==> src/rtl/i2c_target_regfile_if.sv <==
// I2C target register file: open-drain bus pins plus local stretch control and
// activity strobes, grouped so the target and its environment share one bundle.
interface i2c_target_regfile_if #(
   parameter int PW = 4
);
   logic          scl_i;
   logic          sda_i;
   logic          scl_oe;
   logic          sda_oe;
   logic          stretch;
   logic          busy;
   logic          wr_stb;
   logic [PW-1:0] wr_idx;
   logic [7:0]    wr_data;
   logic          rd_stb;
   logic [PW-1:0] rd_idx;

   // target side
   modport slave (
      input  scl_i, sda_i, stretch,
      output scl_oe, sda_oe, busy, wr_stb, wr_idx, wr_data, rd_stb, rd_idx
   );

   // bus / host side
   modport master (
      output scl_i, sda_i, stretch,
      input  scl_oe, sda_oe, busy, wr_stb, wr_idx, wr_data, rd_stb, rd_idx
   );
endinterface

==> src/rtl/i2c_target_regfile.sv <==
// Single-address I2C target with a DEPTH x 8 register file behind an
// auto-incrementing pointer. First written byte sets the pointer, later bytes
// are stored; reads stream registers out from the pointer. Supports repeated
// START and local clock stretching.
module i2c_target_regfile #(
   parameter logic [6:0] DEV_ADDR = 7'h2A,
   parameter int         DEPTH    = 16,
   parameter int         PW       = 4
) (
   input logic                 clk,
   input logic                 rst,
   i2c_target_regfile_if.slave bus
);

   typedef enum logic [3:0] {
      IDLE, ADDR, ADDR_ACK, PTR, PTR_ACK, WDATA, WDATA_ACK, RDATA, RDATA_ACK, WAIT_STOP
   } state_t;

   logic [1:0]    scl_sync_q, sda_sync_q;
   logic          scl_prev_q, sda_prev_q;
   logic          scl_s, sda_s;
   logic          scl_rise, scl_fall, start_det, stop_det;
   logic [7:0]    rx_byte;

   state_t        state_q;
   logic [3:0]    bitcnt_q;
   logic [7:0]    shift_q;
   logic          rw_q;
   logic [PW-1:0] ptr_q;
   logic [7:0]    regs_q [DEPTH];
   logic          sda_oe_q, scl_oe_q, busy_q;
   logic          wr_stb_q, rd_stb_q;
   logic [PW-1:0] wr_idx_q, rd_idx_q;
   logic [7:0]    wr_data_q;

   // Two-flop synchronizers plus one history flop for edge/condition detection.
   // Reset to 1 so an idle bus never looks like an edge after reset.
   always_ff @(posedge clk) begin
      if (rst) begin
         scl_sync_q <= 2'b11;
         sda_sync_q <= 2'b11;
         scl_prev_q <= 1'b1;
         sda_prev_q <= 1'b1;
      end else begin
         scl_sync_q <= {scl_sync_q[0], bus.scl_i};
         sda_sync_q <= {sda_sync_q[0], bus.sda_i};
         scl_prev_q <= scl_sync_q[1];
         sda_prev_q <= sda_sync_q[1];
      end
   end

   assign scl_s = scl_sync_q[1];
   assign sda_s = sda_sync_q[1];

   // Bus events; START/STOP need SCL high in both the current and previous sample.
   always_comb begin
      scl_rise  = scl_s & ~scl_prev_q;
      scl_fall  = ~scl_s & scl_prev_q;
      start_det = scl_s & scl_prev_q & sda_prev_q & ~sda_s;
      stop_det  = scl_s & scl_prev_q & ~sda_prev_q & sda_s;
      rx_byte   = {shift_q[6:0], sda_s};
   end

   // Protocol FSM, register file, pointer and all registered outputs.
   always_ff @(posedge clk) begin
      if (rst) begin
         state_q   <= IDLE;
         bitcnt_q  <= '0;
         shift_q   <= '0;
         rw_q      <= 1'b0;
         ptr_q     <= '0;
         sda_oe_q  <= 1'b0;
         scl_oe_q  <= 1'b0;
         busy_q    <= 1'b0;
         wr_stb_q  <= 1'b0;
         wr_idx_q  <= '0;
         wr_data_q <= '0;
         rd_stb_q  <= 1'b0;
         rd_idx_q  <= '0;
         for (int i = 0; i < DEPTH; i++) regs_q[i] <= '0;
      end else begin
         wr_stb_q <= 1'b0;
         rd_stb_q <= 1'b0;
         // Only start pulling SCL once it is already low; hold until stretch drops.
         scl_oe_q <= bus.stretch & (scl_oe_q | (busy_q & ~scl_s));
         if (start_det) begin
            state_q  <= ADDR;
            bitcnt_q <= '0;
            sda_oe_q <= 1'b0;
         end else if (stop_det) begin
            state_q  <= IDLE;
            busy_q   <= 1'b0;
            sda_oe_q <= 1'b0;
         end else begin
            case (state_q)
               // Receive a byte (address, pointer or data), then ACK on the 8th fall.
               ADDR, PTR, WDATA: begin
                  if (scl_rise && bitcnt_q != 4'd8) begin
                     shift_q  <= rx_byte;
                     bitcnt_q <= bitcnt_q + 4'd1;
                     if (bitcnt_q == 4'd7 && state_q == PTR) ptr_q <= rx_byte[PW-1:0];
                     if (bitcnt_q == 4'd7 && state_q == WDATA) begin
                        regs_q[ptr_q] <= rx_byte;
                        wr_stb_q      <= 1'b1;
                        wr_idx_q      <= ptr_q;
                        wr_data_q     <= rx_byte;
                        ptr_q         <= ptr_q + PW'(1);
                     end
                  end else if (scl_fall && bitcnt_q == 4'd8) begin
                     if (state_q == ADDR && shift_q[7:1] != DEV_ADDR) begin
                        state_q <= WAIT_STOP;
                        busy_q  <= 1'b0;
                     end else begin
                        sda_oe_q <= 1'b1;
                        if (state_q == ADDR) begin
                           busy_q  <= 1'b1;
                           rw_q    <= shift_q[0];
                           state_q <= ADDR_ACK;
                        end else begin
                           state_q <= (state_q == PTR) ? PTR_ACK : WDATA_ACK;
                        end
                     end
                  end
               end
               // ACK slot we drove ends on the 9th fall.
               PTR_ACK, WDATA_ACK: begin
                  if (scl_fall) begin
                     sda_oe_q <= 1'b0;
                     bitcnt_q <= '0;
                     state_q  <= WDATA;
                  end
               end
               // End of address ACK, or master ACK slot after a read byte:
               // both may load the next byte to transmit.
               ADDR_ACK, RDATA_ACK: begin
                  if (scl_rise && state_q == RDATA_ACK) begin
                     if (sda_s) begin
                        state_q <= WAIT_STOP;
                        busy_q  <= 1'b0;
                     end else begin
                        bitcnt_q <= 4'd1;
                     end
                  end else if (scl_fall && (state_q == ADDR_ACK || bitcnt_q == 4'd1)) begin
                     bitcnt_q <= '0;
                     if (state_q == ADDR_ACK && !rw_q) begin
                        sda_oe_q <= 1'b0;
                        state_q  <= PTR;
                     end else begin
                        shift_q  <= regs_q[ptr_q];
                        sda_oe_q <= ~regs_q[ptr_q][7];
                        rd_stb_q <= 1'b1;
                        rd_idx_q <= ptr_q;
                        ptr_q    <= ptr_q + PW'(1);
                        state_q  <= RDATA;
                     end
                  end
               end
               // Shift the byte out MSB first; release SDA after the 8th bit.
               RDATA: begin
                  if (scl_rise) begin
                     bitcnt_q <= bitcnt_q + 4'd1;
                  end else if (scl_fall) begin
                     if (bitcnt_q == 4'd8) begin
                        sda_oe_q <= 1'b0;
                        bitcnt_q <= '0;
                        state_q  <= RDATA_ACK;
                     end else begin
                        sda_oe_q <= ~shift_q[6];
                        shift_q  <= {shift_q[6:0], 1'b0};
                     end
                  end
               end
               default: ;
            endcase
         end
      end
   end

   assign bus.sda_oe  = sda_oe_q;
   assign bus.scl_oe  = scl_oe_q;
   assign bus.busy    = busy_q;
   assign bus.wr_stb  = wr_stb_q;
   assign bus.wr_idx  = wr_idx_q;
   assign bus.wr_data = wr_data_q;
   assign bus.rd_stb  = rd_stb_q;
   assign bus.rd_idx  = rd_idx_q;

endmodule

==> src/flat_wrapper.sv <==
// flat-port wrapper written by rule: the top's interface ports become plain ports
module i2c_target_regfile_flat 
#(
   parameter logic [6:0] DEV_ADDR = 7'h2A,
   parameter int         DEPTH    = 16,
   parameter int         PW       = 4
)
  (clk, rst, bus_scl_i, bus_sda_i, bus_stretch, bus_scl_oe, bus_sda_oe, bus_busy, bus_wr_stb, bus_wr_idx, bus_wr_data, bus_rd_stb, bus_rd_idx);
  i2c_target_regfile_if #(.PW(PW)) bus_i ();
  input logic clk;
  input logic rst;
  input wire logic [$bits(bus_i.scl_i)-1:0] bus_scl_i;
  input wire logic [$bits(bus_i.sda_i)-1:0] bus_sda_i;
  input wire logic [$bits(bus_i.stretch)-1:0] bus_stretch;
  output wire logic [$bits(bus_i.scl_oe)-1:0] bus_scl_oe;
  output wire logic [$bits(bus_i.sda_oe)-1:0] bus_sda_oe;
  output wire logic [$bits(bus_i.busy)-1:0] bus_busy;
  output wire logic [$bits(bus_i.wr_stb)-1:0] bus_wr_stb;
  output wire logic [$bits(bus_i.wr_idx)-1:0] bus_wr_idx;
  output wire logic [$bits(bus_i.wr_data)-1:0] bus_wr_data;
  output wire logic [$bits(bus_i.rd_stb)-1:0] bus_rd_stb;
  output wire logic [$bits(bus_i.rd_idx)-1:0] bus_rd_idx;
  assign bus_i.scl_i = bus_scl_i;
  assign bus_i.sda_i = bus_sda_i;
  assign bus_i.stretch = bus_stretch;
  assign bus_scl_oe = bus_i.scl_oe;
  assign bus_sda_oe = bus_i.sda_oe;
  assign bus_busy = bus_i.busy;
  assign bus_wr_stb = bus_i.wr_stb;
  assign bus_wr_idx = bus_i.wr_idx;
  assign bus_wr_data = bus_i.wr_data;
  assign bus_rd_stb = bus_i.rd_stb;
  assign bus_rd_idx = bus_i.rd_idx;
  i2c_target_regfile #(.DEV_ADDR(DEV_ADDR), .DEPTH(DEPTH), .PW(PW)) u_core (.clk(clk), .rst(rst), .bus(bus_i));
endmodule
==> config.mk <==
export PLATFORM = sky130hd
export DESIGN_NAME = i2c_target_regfile_flat
export DESIGN_NICKNAME = d
export VERILOG_FILES = /design/src/rtl/i2c_target_regfile_if.sv /design/src/rtl/i2c_target_regfile.sv /design/src/flat_wrapper.sv
export SDC_FILE = /design/constraint.sdc
export NUM_CORES = 1
export LEC_CHECK = 0
export CORE_ASPECT_RATIO = 1.1
export CORE_MARGIN = 2
export CORE_UTILIZATION = 30
export CTS_BUF_LIST = sky130_fd_sc_hd__clkbuf_8
export DETAILED_ROUTE_END_ITERATION = 7
export PLACE_DENSITY = 0.45
export REMOVE_ABC_BUFFERS = 1
export SYNTH_ARGS = -nofsm -noshare
export SYNTH_HDL_FRONTEND = slang
export SYNTH_SLANG_ARGS = --single-unit
==> constraint.sdc <==
create_clock -name clk -period 5.1 [get_ports clk]
set_clock_uncertainty 0.2 [all_clocks]
set_input_delay 1.02 -clock clk [delete_from_list [all_inputs] [get_ports clk]]
set_output_delay 1.02 -clock clk [all_outputs]
set_load 0.01 [all_outputs]
==> impl_metrics.ini, run 1 <==
[run_status]
status = finished, final reports clean

[placed_design]
io_buffers = 25
dpl_cell_area_um2 = 9350
place_ws_ps = 1340
routabilityCongestion = 0.890
dp_hpwl_mm = 16.0

[layout]
final.fill_count = 2884
drive_gt1_share_pct = 14.6
diodes = 0
post-route-cell-area_um2 = 9720
area_delta_synth_final_pct = 10.2
layout.nets = 739

[global_routing]
grt_pass1_vias = 5930
antenna_found_initial = 0
use_met1_pct = 20.8
grt_busiest_layer = met2
met3_usage_pct = 2.43
grt_max_degree = 36
met2_usage_pct = 28.3
grt_pass1_wl_mm = 37.1
grt_overflow_total = 0
grt_usage_pct = 16.1

[die]
pin_count = 26
coreArea_um2 = 28800
die-area_um2 = 30800
dieWidth_um = 167
initial_utilization_pct = 30.6
core.rowCount = 65
dieHeight_um = 184

[run]
maxCapViolCount = 0

[cts]
cts_root_buf = clkbuf_8
postCtsHoldBufs = 0
cts_tree = yes
post_cts_buffers = 0
ctsResizeCount = 0
clk_latency_ps = 460
max-clock-path-buffers = 2
cts_made_buffers = 17
cts_sinks = 180
htreeDepth = 4
clkSlewWorstSetupHoldPaths_ps = 100

[setup_path]
worstSetupStartpointType = flip-flop
path_cells = and4bb_2 -> nand4_4 -> nor4_4 -> nand2_1 -> nand2_1
cp.required_ps = 5030
cp_slowest_cell = nor4_4
worstPathArrival_ps = 3570
slowest_delay_ps = 990
criticalPathCategory = reg -> reg
end_kind = flip-flop
cp_common_cell = nand2_1
cp_max_fo = 22

[sta]
setup_viol_count_final = 0
worst_pin_slew_ps = 1110
setup_slack_ps = 1460
hold_viol_final = 0
min_period_ps = 3640
maxSlewViolCount = 0
fin_setup_tns_ps = 0
rsz0062_at_grt = false
fmax_mhz = 275
slew_headroom_pct = 25.7
fin_crit_sh_pct = 71.4

[logic_synthesis]
synth_top_cells_by_area = edfxtp_1, dfxtp_1, mux4_2
synth_most_common_cell = edfxtp_1
yosysUniqueCellTypes = 73
ys_ff_latch = 180
synth_warnings = 0
synth_top_area_share_pct = 43.6
synthFlopType = edfxtp_1
synth_edf_count = 128
synth_commonest_cells = edfxtp_1, and3_1, nand2_1
syn-instance-count = 742
syn_area_per_cell_um2 = 11.9
syn-cell-area_um2 = 8820
async_flop_share_pct = 0
yosysTopAreaCell = edfxtp_1
ys_seq_area_share_pct = 55.4

[drt]
wl_per_cell_um = 21.9
dr.pass1.iters = 5
drc = 0
vias = 6007
drtIter0Drc = 492
routed_via_density = 5.42
ant_nets = 0
routed_wl_mm = 24.3

[hold_path]
hold_class = reg -> reg

[pwr]
p_per_area_nw_per_um2 = 277
peakVddDrop_uv = 137
p_leak_nw = 3.63
## final timing paths
check | end | cells after the start | start | slack [ps]
setup / recovery | u_core.regs_q[6][7] | 5 | u_core.state_q[2] | 1460
hold / removal | u_core.scl_sync_q[1] | 1 | u_core.scl_sync_q[0] | 220
setup reg to reg | u_core.regs_q[6][7] | 5 | u_core.state_q[2] | 1460
hold reg to reg | u_core.scl_sync_q[1] | 1 | u_core.scl_sync_q[0] | 220
## cell usage in the layout (no fill, tap or decap), types with 5 or more instances in the layout
cell type        instances
nand2_1                 57
edfxtp_1               128
a21oi_1                 23
inv_8                    5
nor2_1                  53
a31oi_1                 13
buf_4                   15
mux2_2                   7
nand2b_1                 5
dfxtp_1                 51
clkdlybuf4s50_1         25
a311oi_1                 8
nand3_1                 16
clkbuf_8                17
ha_1                     7
a211oi_1                 5
nor2b_1                  6
o21ai_0                 16
and3_1                 116
mux4_2                  33
inv_1                   12
nor3_1                   8
or2_2                    6
mux2i_1                 24
## per-layer routing
layer / up-vias / wire [um]
met4: 0 / 279
met3: 23 / 992
met2: 190 / 12300
met1: 3016 / 10700
met5: - / 0
li1: 2778 / -
## registers in the layout (all words and copies together), names as in the netlist, 2 cells and up, named ones only
name	count
u_core.ptr_q	4
u_core.shift_q	8
u_core.bitcnt_q	4
u_core.bus.wr_data	8
u_core.state_q	4
u_core.sda_sync_q	2
u_core.bus.rd_idx	4
u_core.regs_q	128
u_core.bus.wr_idx	4
u_core.scl_sync_q	2
## cell type report
cell class                 count  area (um^2)  area share (%)
sequential                   180         4890            50.3
clock inverter                15          139            1.43
timing repair buffer          40          363            3.73
tap                          368          460            4.74
multi-input combinational    476         3590            37.0
clock buffer                  17          234            2.41
inverter                      12         45.0           0.463
## cell families (layout without fill, tap and decap cells)
family                     count (synthesis)  in the layout  synth area share [%]
and+or+nand+nor                          302            302                  19.1
AOI/OAI and AO/OA                        101            101                  8.06
xor gates and xnor gates                   2              2                 0.199
buffers and inverters                     86             84                  4.21
muxes                                     64             64                  12.0
adders and majority gates                  7              7                 0.993
DFF                                      180            180                  55.4
## critical path: cells and delay by family, from the launching register on
family | cells | cell delay [ps]
flops | 1 | 790
simple gates | 5 | 2300
## where the power goes
part | switching, mW | internal, mW
combinational | 0.0636 | 0.0365
sequential | 0.0318 | 1.61
clock | 0.579 | 0.362
total | 0.675 | 2.01
## stage by stage
stage	power, mW	util [%]	instances	hold WS [ps]
after floorplan	1.72	-	668	189
after detailed placement	1.78	32.5	1076	195
final	2.69	33.8	1108	216
after CTS	2.71	33.8	1108	219
after global routing	2.78	33.8	1108	249
after global placement	1.78	32.5	1076	194
(Power assumes the default switching activity.)
==> run 2: changes to the inputs <==
PLACE_DENSITY = 0.46   (was 0.45)
clock period = 3.1 ns   (was 5.1 ns; I/O delays follow)
==> impl_metrics.ini, run 2 (synthesized netlist as in run 1, its figures left out) <==
[pwr]
peakVddDrop_uv = 245
p_int_mw = 3.47
combPwrFrac_pct = 4.1
power.share.switching_pct = 23.0
power_frac_seq_pct = 59.9
p_leak_nw = 3.79
p_total_mw = 4.51
p_per_area_nw_per_um2 = 453
clockPowerShare_pct = 36.0
p_sw_mw = 1.04

[drt]
drtIter0Drc = 452
drc = 0
routed.top_layer = met4
vias = 6120
wl_per_cell_um = 22.2
ant_nets = 0
routed_via_density = 5.40
dr_wl_met2_mm = 12.8
dr.pass1.iters = 5
drt-met1-wl_mm = 10.6
wl_met3_mm = 1.33
routed_wl_mm = 25.1

[global_routing]
grt_overflow_total = 0
antenna_found_initial = 0
grt_pass1_wl_mm = 38.1
grt_max_degree = 36
grt_pass1_vias = 6053
grt_usage_pct = 16.7

[layout]
diodes = 0
post-route-cell-area_um2 = 9970
final_core_util_pct = 34.6
drive_gt1_share_pct = 17.4
area_delta_synth_final_pct = 13.0
largest_reg_flops = 128
layout.nets = 764
regMostFlops = u_core.regs_q
final.fill_count = 2889
most-common-layout-cells = edfxtp_1, and3_1, nand2_1
layout_commonest_cell = edfxtp_1

[placed_design]
place_ws_ps = 258
dpl_cell_area_um2 = 9570
routabilityCongestion = 0.902
io_buffers = 25
dp_hpwl_mm = 17.3

[sta]
maxSlewViolCount = 0
setup_viol_count_final = 0
fmax_mhz = 371
min_period_ps = 2690
setup_slack_ps = 406
slew_headroom_pct = 21.9
whs_ps = 219
worst_pin_slew_ps = 1170
hold_viol_final = 0
fin_crit_sh_pct = 86.9
rsz0062_at_grt = false

[cts]
cts_tree = yes
postCtsHoldBufs = 0
post_cts_buffers = 0
max-clock-path-buffers = 2
clk_latency_ps = 460
cts_sinks = 180
htreeDepth = 4
cts_made_buffers = 17
ctsResizeCount = 0
cts_root_buf = clkbuf_8
clkSlewWorstSetupHoldPaths_ps = 100

[die]
core.rowCount = 65
die-area_um2 = 30800
initial_utilization_pct = 30.6
dieHeight_um = 184
coreArea_um2 = 28800
pin_count = 26
dieWidth_um = 167

[run]
maxCapViolCount = 0

[setup_path]
r2r_start = u_core.state_q[3]
worstPathArrival_ps = 2830
startpoint = u_core.state_q[3]
cp.required_ps = 3240
worstSetupStartpointType = flip-flop
end_kind = flip-flop
cp_max_fo = 13
reg2reg_slack_ps = 410
criticalPathCategory = reg -> reg

[hold_path]
min_from = u_core.sda_sync_q[0]
hold_class = reg -> reg

[run_status]
status = finished, final reports clean
[run 2: worst paths after layout]
kind         depth (start not counted)                   end
max reg2reg                          6       u_core.bus.busy
min reg2reg                          1  u_core.sda_sync_q[1]
max                                  6       u_core.bus.busy
min                                  1  u_core.sda_sync_q[1]
[run 2: final cells by class]
cell class                 count  area, um^2  share of cell area (%)
clock buffer                  18         248                    2.48
clock inverter                14         151                    1.52
inverter                      12        45.0                   0.452
multi-input combinational    476        3590                    36.0
sequential                   180        4890                    49.0
tap                          368         460                    4.62
timing repair buffer          65         588                    5.90
[run 2: per-layer routing]
metal | track usage, % | up-vias
met1 | 21.0 | 3056
met5 | 0 | -
met3 | 2.84 | 30
met2 | 29.5 | 207
li1 | - | 2827
met4 | 5.15 | 0
[run 2: per-stage QoR]
stage,TNS (ps),instances
2_1_floorplan,-23530,668
3_3_place_gp,0,1101
3_5_place_dp,0,1101
4_1_cts,0,1133
5_1_grt,0,1133
6_report,0,1133
[run 2: critical path, cell delays in order (launching register included)]
cell and delay (ps):
dfxtp_1 620, buf_4 270, nor4b_4 370, nand2_1 200, a2111oi_0 610, a21oi_1 180, mux2i_1 150
[run 2: power groups by stage]
stage	Combinational (mW)	Sequential, mW	Clock, mW
after global placement	0.183	2.76	0
after CTS	0.187	2.70	1.67
final	0.186	2.70	1.62
after global routing	0.199	2.71	1.77
after detailed placement	0.186	2.76	0
after floorplan	0.103	2.73	0
